File: src/rtl/paridad_pkg.sv
// rtl/paridad_pkg.sv - shared encodings and widths for the parity word transmitter
package paridad_pkg;

    localparam logic [1:0] ST_IDLE   = 2'd0;
    localparam logic [1:0] ST_SHIFT  = 2'd1;
    localparam logic [1:0] ST_PARITY = 2'd2;

    localparam int FRAME_CW = 8;

    typedef enum logic [1:0] {
        S_IDLE   = ST_IDLE,
        S_SHIFT  = ST_SHIFT,
        S_PARITY = ST_PARITY
    } state_t;

    // Bit-counter width for an N-bit word; never narrower than one bit.
    function automatic int cnt_width(input int n);
        return (n > 2) ? $clog2(n) : 1;
    endfunction

endpackage

File: src/rtl/paridad_acc.sv
// rtl/paridad_acc.sv - toggle-cell parity accumulator
//   clk, rst_n : clock, asynchronous active-low reset
//   clr        : synchronous clear (takes priority over en)
//   en         : fold bit_in into the accumulator this cycle
//   bit_in     : bit to accumulate
//   p          : running XOR of every accumulated bit since the last clear
module paridad_acc (
    input  logic clk,
    input  logic rst_n,
    input  logic clr,
    input  logic en,
    input  logic bit_in,
    output logic p
);

    always_ff @(posedge clk or negedge rst_n) begin
        if (!rst_n) begin
            p <= 1'b0;
        end else if (clr) begin
            p <= 1'b0;
        end else if (en) begin
            p <= p ^ bit_in;
        end
    end

endmodule

File: src/rtl/paridad_word_tx.sv
// rtl/paridad_word_tx.sv - serial MSB-first word transmitter with appended parity bit
//   clk, rst_n          : clock, asynchronous active-low reset
//   din/din_valid       : parallel word in; taken only while din_ready (IDLE)
//   din_ready           : block is idle and can load a word
//   L/L_valid/L_ready   : serial frame bit stream with sink back-pressure
//   L_last              : current L is the parity bit
//   busy                : frame in progress (SHIFT or PARITY)
//   frame_cnt           : completed frames, wraps modulo 256
module paridad_word_tx
    import paridad_pkg::*;
#(
    parameter int N       = 8,
    parameter bit PAR_ODD = 1'b1
) (
    input  logic                clk,
    input  logic                rst_n,
    input  logic [N-1:0]        din,
    input  logic                din_valid,
    output logic                din_ready,
    output logic                L,
    output logic                L_valid,
    input  logic                L_ready,
    output logic                L_last,
    output logic                busy,
    output logic [FRAME_CW-1:0] frame_cnt
);

    localparam int CW = cnt_width(N);

    state_t          state;
    state_t          state_nxt;
    logic [N-1:0]    shreg;
    logic [CW-1:0]   cnt;
    logic            p;
    logic            load;
    logic            shift_beat;
    logic            parity_beat;

    // Outputs are decoded from registered state only, so an asynchronous
    // reset drives them to their idle values without waiting for a clock.
    always_comb begin
        state_nxt   = state;
        din_ready   = 1'b0;
        L           = 1'b0;
        L_valid     = 1'b0;
        L_last      = 1'b0;
        busy        = 1'b0;
        load        = 1'b0;
        shift_beat  = 1'b0;
        parity_beat = 1'b0;
        case (state)
            S_IDLE: begin
                din_ready = 1'b1;
                if (din_valid) begin
                    load      = 1'b1;
                    state_nxt = S_SHIFT;
                end
            end
            S_SHIFT: begin
                L          = shreg[N-1];
                L_valid    = 1'b1;
                busy       = 1'b1;
                shift_beat = L_ready;
                if (L_ready && (cnt == '0)) begin
                    state_nxt = S_PARITY;
                end
            end
            S_PARITY: begin
                L           = p ^ PAR_ODD;
                L_valid     = 1'b1;
                L_last      = 1'b1;
                busy        = 1'b1;
                parity_beat = L_ready;
                if (L_ready) begin
                    state_nxt = S_IDLE;
                end
            end
            default: begin
                state_nxt = S_IDLE;
            end
        endcase
    end

    always_ff @(posedge clk or negedge rst_n) begin
        if (!rst_n) begin
            state <= S_IDLE;
        end else begin
            state <= state_nxt;
        end
    end

    always_ff @(posedge clk or negedge rst_n) begin
        if (!rst_n) begin
            shreg <= '0;
            cnt   <= '0;
        end else if (load) begin
            shreg <= din;
            cnt   <= CW'(N - 1);
        end else if (shift_beat) begin
            shreg <= {shreg[N-2:0], 1'b0};
            cnt   <= cnt - 1'b1;
        end
    end

    always_ff @(posedge clk or negedge rst_n) begin
        if (!rst_n) begin
            frame_cnt <= '0;
        end else if (parity_beat) begin
            frame_cnt <= frame_cnt + 1'b1;
        end
    end

    // Parity is folded in from the bits actually sent, not recomputed from
    // din, because din is free to change once the word has been loaded.
    paridad_acc u_acc (
        .clk    (clk),
        .rst_n  (rst_n),
        .clr    (load),
        .en     (shift_beat),
        .bit_in (shreg[N-1]),
        .p      (p)
    );

endmodule

File: config.mk
export PLATFORM = sky130hd
export DESIGN_NAME = paridad_word_tx
export DESIGN_NICKNAME = d
export VERILOG_FILES = /design/src/rtl/paridad_pkg.sv /design/src/rtl/paridad_acc.sv /design/src/rtl/paridad_word_tx.sv
export SDC_FILE = /design/constraint.sdc
export NUM_CORES = 1
export LEC_CHECK = 0
export ABC_AREA = 0
export CORE_AREA = 2 2 50 52
export DETAILED_ROUTE_END_ITERATION = 8
export DIE_AREA = 0 0 52 54
export PLACE_DENSITY = 0.86
export RECOVER_POWER = 25
export SYNTH_ARGS = -nofsm -noshare
export SYNTH_HDL_FRONTEND = slang
export SYNTH_SLANG_ARGS = --single-unit
File: constraint.sdc
create_clock -name clk -period 2.85 [get_ports clk]
set_input_delay 0.57 -clock clk [delete_from_list [all_inputs] [get_ports clk]]
set_output_delay 0.57 -clock clk [all_outputs]
set_load 0.005 [all_outputs]
==> results.yml, run 1 <==
final_layout:
  n_antenna_cell: 0
  nets: 151
  fin_util: 0.622
  area_growth_pct: 25.2
  num-fill-cells: 199
  drive_gt1_frac: 0.0846
  final_area_mm2: 0.00144
critical_path:
  cp.required_ns: 2.28
  slowest_stage: "clkdlybuf4s50_1"
  cp.arrival_ns: 1.97
  path_buf_inv: 2
  worst-r2r-cell-count: 5
  path_cells: "inv_1, ha_1, a22oi_1, nor2b_1, clkdlybuf4s50_1"
  critical_path_class: "reg -> out"
  crit_cells: 5
  critical-path-top-delay-family: "buffers and inverters"
  critPathMaxFanout: 7
  end_kind: "output pin"
  startpoint_type: "register"
  slowest_delay_ns: 0.50
floorplan:
  io_pins: 25
  core_area_mm2: 0.00232
  dieWidth_um: 52
  dieArea_mm2: 0.00281
  start_util: 0.497
  die_h_um: 54
  fp-row-count: 18
timing:
  grt_setup_unrepaired: "false"
  period_share: 0.890
  fmax_mhz: 394
  slew_violations: 0
  setup_viol: 0
  tns_ns: 0
  min_period_ns: 2.54
  holdWs_ns: 0.479
  hold_violations: 0
  slew_headroom: 0.217
  worstMarginPinSlew_ns: 1.17
  fin_skew_ns: 0.00290
detailed_routing:
  drc: 0
  drt_iter0_markers: 4
  via_per_inst: 5.03
  ant_nets: 0
  routed_wl_mm: 2.01
  vias: 804
  drt_pass1_iterations: 4
  wl_per_cell_um: 12.6
flow_run:
  cap_violations: 0
yosys:
  yosys_warnings: 0
  synth_top_area_cell: "dfrtp_1"
  syn_inst: 105
  ys_ff_latch: 22
  syn_nets: 125
  synth_cell_type_count: 24
  syn_avg_cell_area_um2: 11.0
  yosysSeqAreaShare: 0.478
  synth_area_leaders: "dfrtp_1 (48%), ha_1 (8.7%), mux2i_1 (6.1%), xnor2_1 (4.6%), a21oi_1 (3.5%)"
  synth_top_area_share: 0.478
  syn_area_mm2: 0.00115
global_route:
  grtUsageTotal: 0.173
  grt_pass1_vias: 831
  grt_max_degree: 23
  antenna_found_initial: 0
  grt_pass1_wl_mm: 3.48
  grt_overflow: 0
power:
  p_leak_nw: 0.683
  power.density_mw_per_mm2: 970
  peakVddDrop_mv: 0.505
hold_path:
  holdPathStages: 1
  hp-class: "reg -> reg"
clock_tree:
  postCtsHoldBufs: 0
  tritoncts: "yes"
  cts_buffers: 3
  root_buffer: "clkbuf_4"
  h-tree-depth: 1
  clk_pin_slew_ns: 0.12
  clock_latency_ns: 0.30
  post_cts_buffers: 0
  max-clock-path-buffers: 2
  clkSinkCount: 22
  ctsResizeCount: 0
placed_design:
  dpl-instance-area_mm2: 0.00141
  dp_hpwl_mm: 1.55
  globalplace.congestion: 0.724
  portBuffers: 24
run_status:
  status: "completed"
logic make-up (layout without fill, tap and decap cells):
family / count (synthesis) / in the layout / synth area share
AO/OA/AOI/OAI: 12 / 12 / 0.0847
XOR/XNOR: 10 / 10 / 0.0760
adder cells (fa/ha/maj): 8 / 8 / 0.0869
buffers and inverters: 12 / 37 / 0.0499
flip-flops: 22 / 22 / 0.478
multiplexers: 10 / 10 / 0.0966
AND/OR/NAND/NOR: 31 / 31 / 0.128
report_power, final:
group	switching, W	internal (W)	leakage (nW)
sequential	0.0000917	0.000439	0.254
clock	0.0000926	0.0000779	0.0210
combinational	0.000311	0.000387	0.407
registers in the layout, summed over array words and instances (netlist names):
| name | flops |
|---|---|
| frame_cnt | 8 |
| shreg | 8 |
| cnt | 3 |
| state | 2 |
| u_acc.p | 1 |
metal layers:
| metal | GRT usage | part of all wire | up-vias |
|---|---|---|---|
| li1 | - | - | 396 |
| met1 | 0.183 | 0.43 | 378 |
| met2 | 0.325 | 0.50 | 26 |
| met3 | 0.0583 | 0.060 | 4 |
| met4 | 0.0482 | 0.0099 | 0 |
| met5 | 0 | 0 | - |
cell usage after synthesis:
cell type / instances
a21oi_1: 8
a221oi_4: 1
a22oi_1: 1
buf_2: 1
buf_4: 3
dfrtp_1: 22
ha_1: 8
inv_1: 8
mux2_2: 1
mux2_4: 2
mux2i_1: 7
nand2_1: 9
nand2b_1: 1
nand3_1: 6
nand3_2: 1
nand4_1: 1
nor2_1: 10
nor2b_1: 1
nor3_1: 1
nor4_2: 1
o211ai_1: 1
o21ba_4: 1
xnor2_1: 6
xor2_1: 4
final cells by class:
| class | instances | area [um2] | share of cell area |
|---|---|---|---|
| inverters | 8 | 30.0 | 0.0208 |
| repair buffers | 25 | 244 | 0.169 |
| flip-flops and latches | 22 | 551 | 0.382 |
| clock buffers | 4 | 36.3 | 0.0252 |
| well taps | 30 | 37.5 | 0.0260 |
| multi-input cells | 71 | 544 | 0.377 |
stage by stage:
stage / power [W] / std cells / setup slack [ns]
2_1_floorplan: 0.000979 / 105 / 1.22
6_report: 0.00140 / 160 / 0.314
3_3_place_gp: 0.00120 / 156 / 0.745
4_1_cts: 0.00141 / 160 / 0.297
3_5_place_dp: 0.00124 / 156 / 0.657
5_1_grt: 0.00151 / 160 / 0.157
layout by cell type, fill, tap and decap left out:
| master | instances |
|---|---|
| mux2i_1 | 7 |
| nor3_1 | 1 |
| clkdlybuf4s50_1 | 23 |
| nand2b_1 | 1 |
| nand3_1 | 6 |
| mux2_2 | 1 |
| nor2_1 | 10 |
| nor4_2 | 1 |
| inv_1 | 8 |
| xnor2_1 | 6 |
| nand3_2 | 1 |
| clkbuf_8 | 1 |
| ha_1 | 8 |
| o21ba_4 | 1 |
| dfrtp_1 | 22 |
| xor2_1 | 4 |
| nand2_1 | 9 |
| o211ai_1 | 1 |
| a221oi_4 | 1 |
| clkbuf_1 | 1 |
| a21oi_1 | 8 |
| clkbuf_4 | 3 |
| a22oi_1 | 1 |
| mux2_4 | 2 |
| nand4_1 | 1 |
| nor2b_1 | 1 |
| dlygate4sd3_1 | 1 |
worst paths after layout:
check | to | start | slack, ns
max | L | state[0] | 0.31
min | frame_cnt[7] | frame_cnt[7] | 0.48
max reg2reg | cnt[0] | state[1] | 1.07
min reg2reg | frame_cnt[7] | frame_cnt[7] | 0.48
max in group asynchronous | state[1] | rst_n | 1.15
min in group asynchronous | frame_cnt[0] | rst_n | 1.01
Note: power is estimated with default switching activity, not from simulation.
==> inputs of run 2 (changes only) <==
--- a/config.mk
+++ b/config.mk
@@ -7,6 +7,7 @@
 export LEC_CHECK = 0
 export ABC_AREA = 0
 export CORE_AREA = 2 2 50 52
+export CTS_CLUSTER_DIAMETER = 40
 export DETAILED_ROUTE_END_ITERATION = 8
 export DIE_AREA = 0 0 52 54
 export PLACE_DENSITY = 0.86
==> results of run 2 <==
Same layout as run 1: the final DEF is identical, and so are final timing and power.
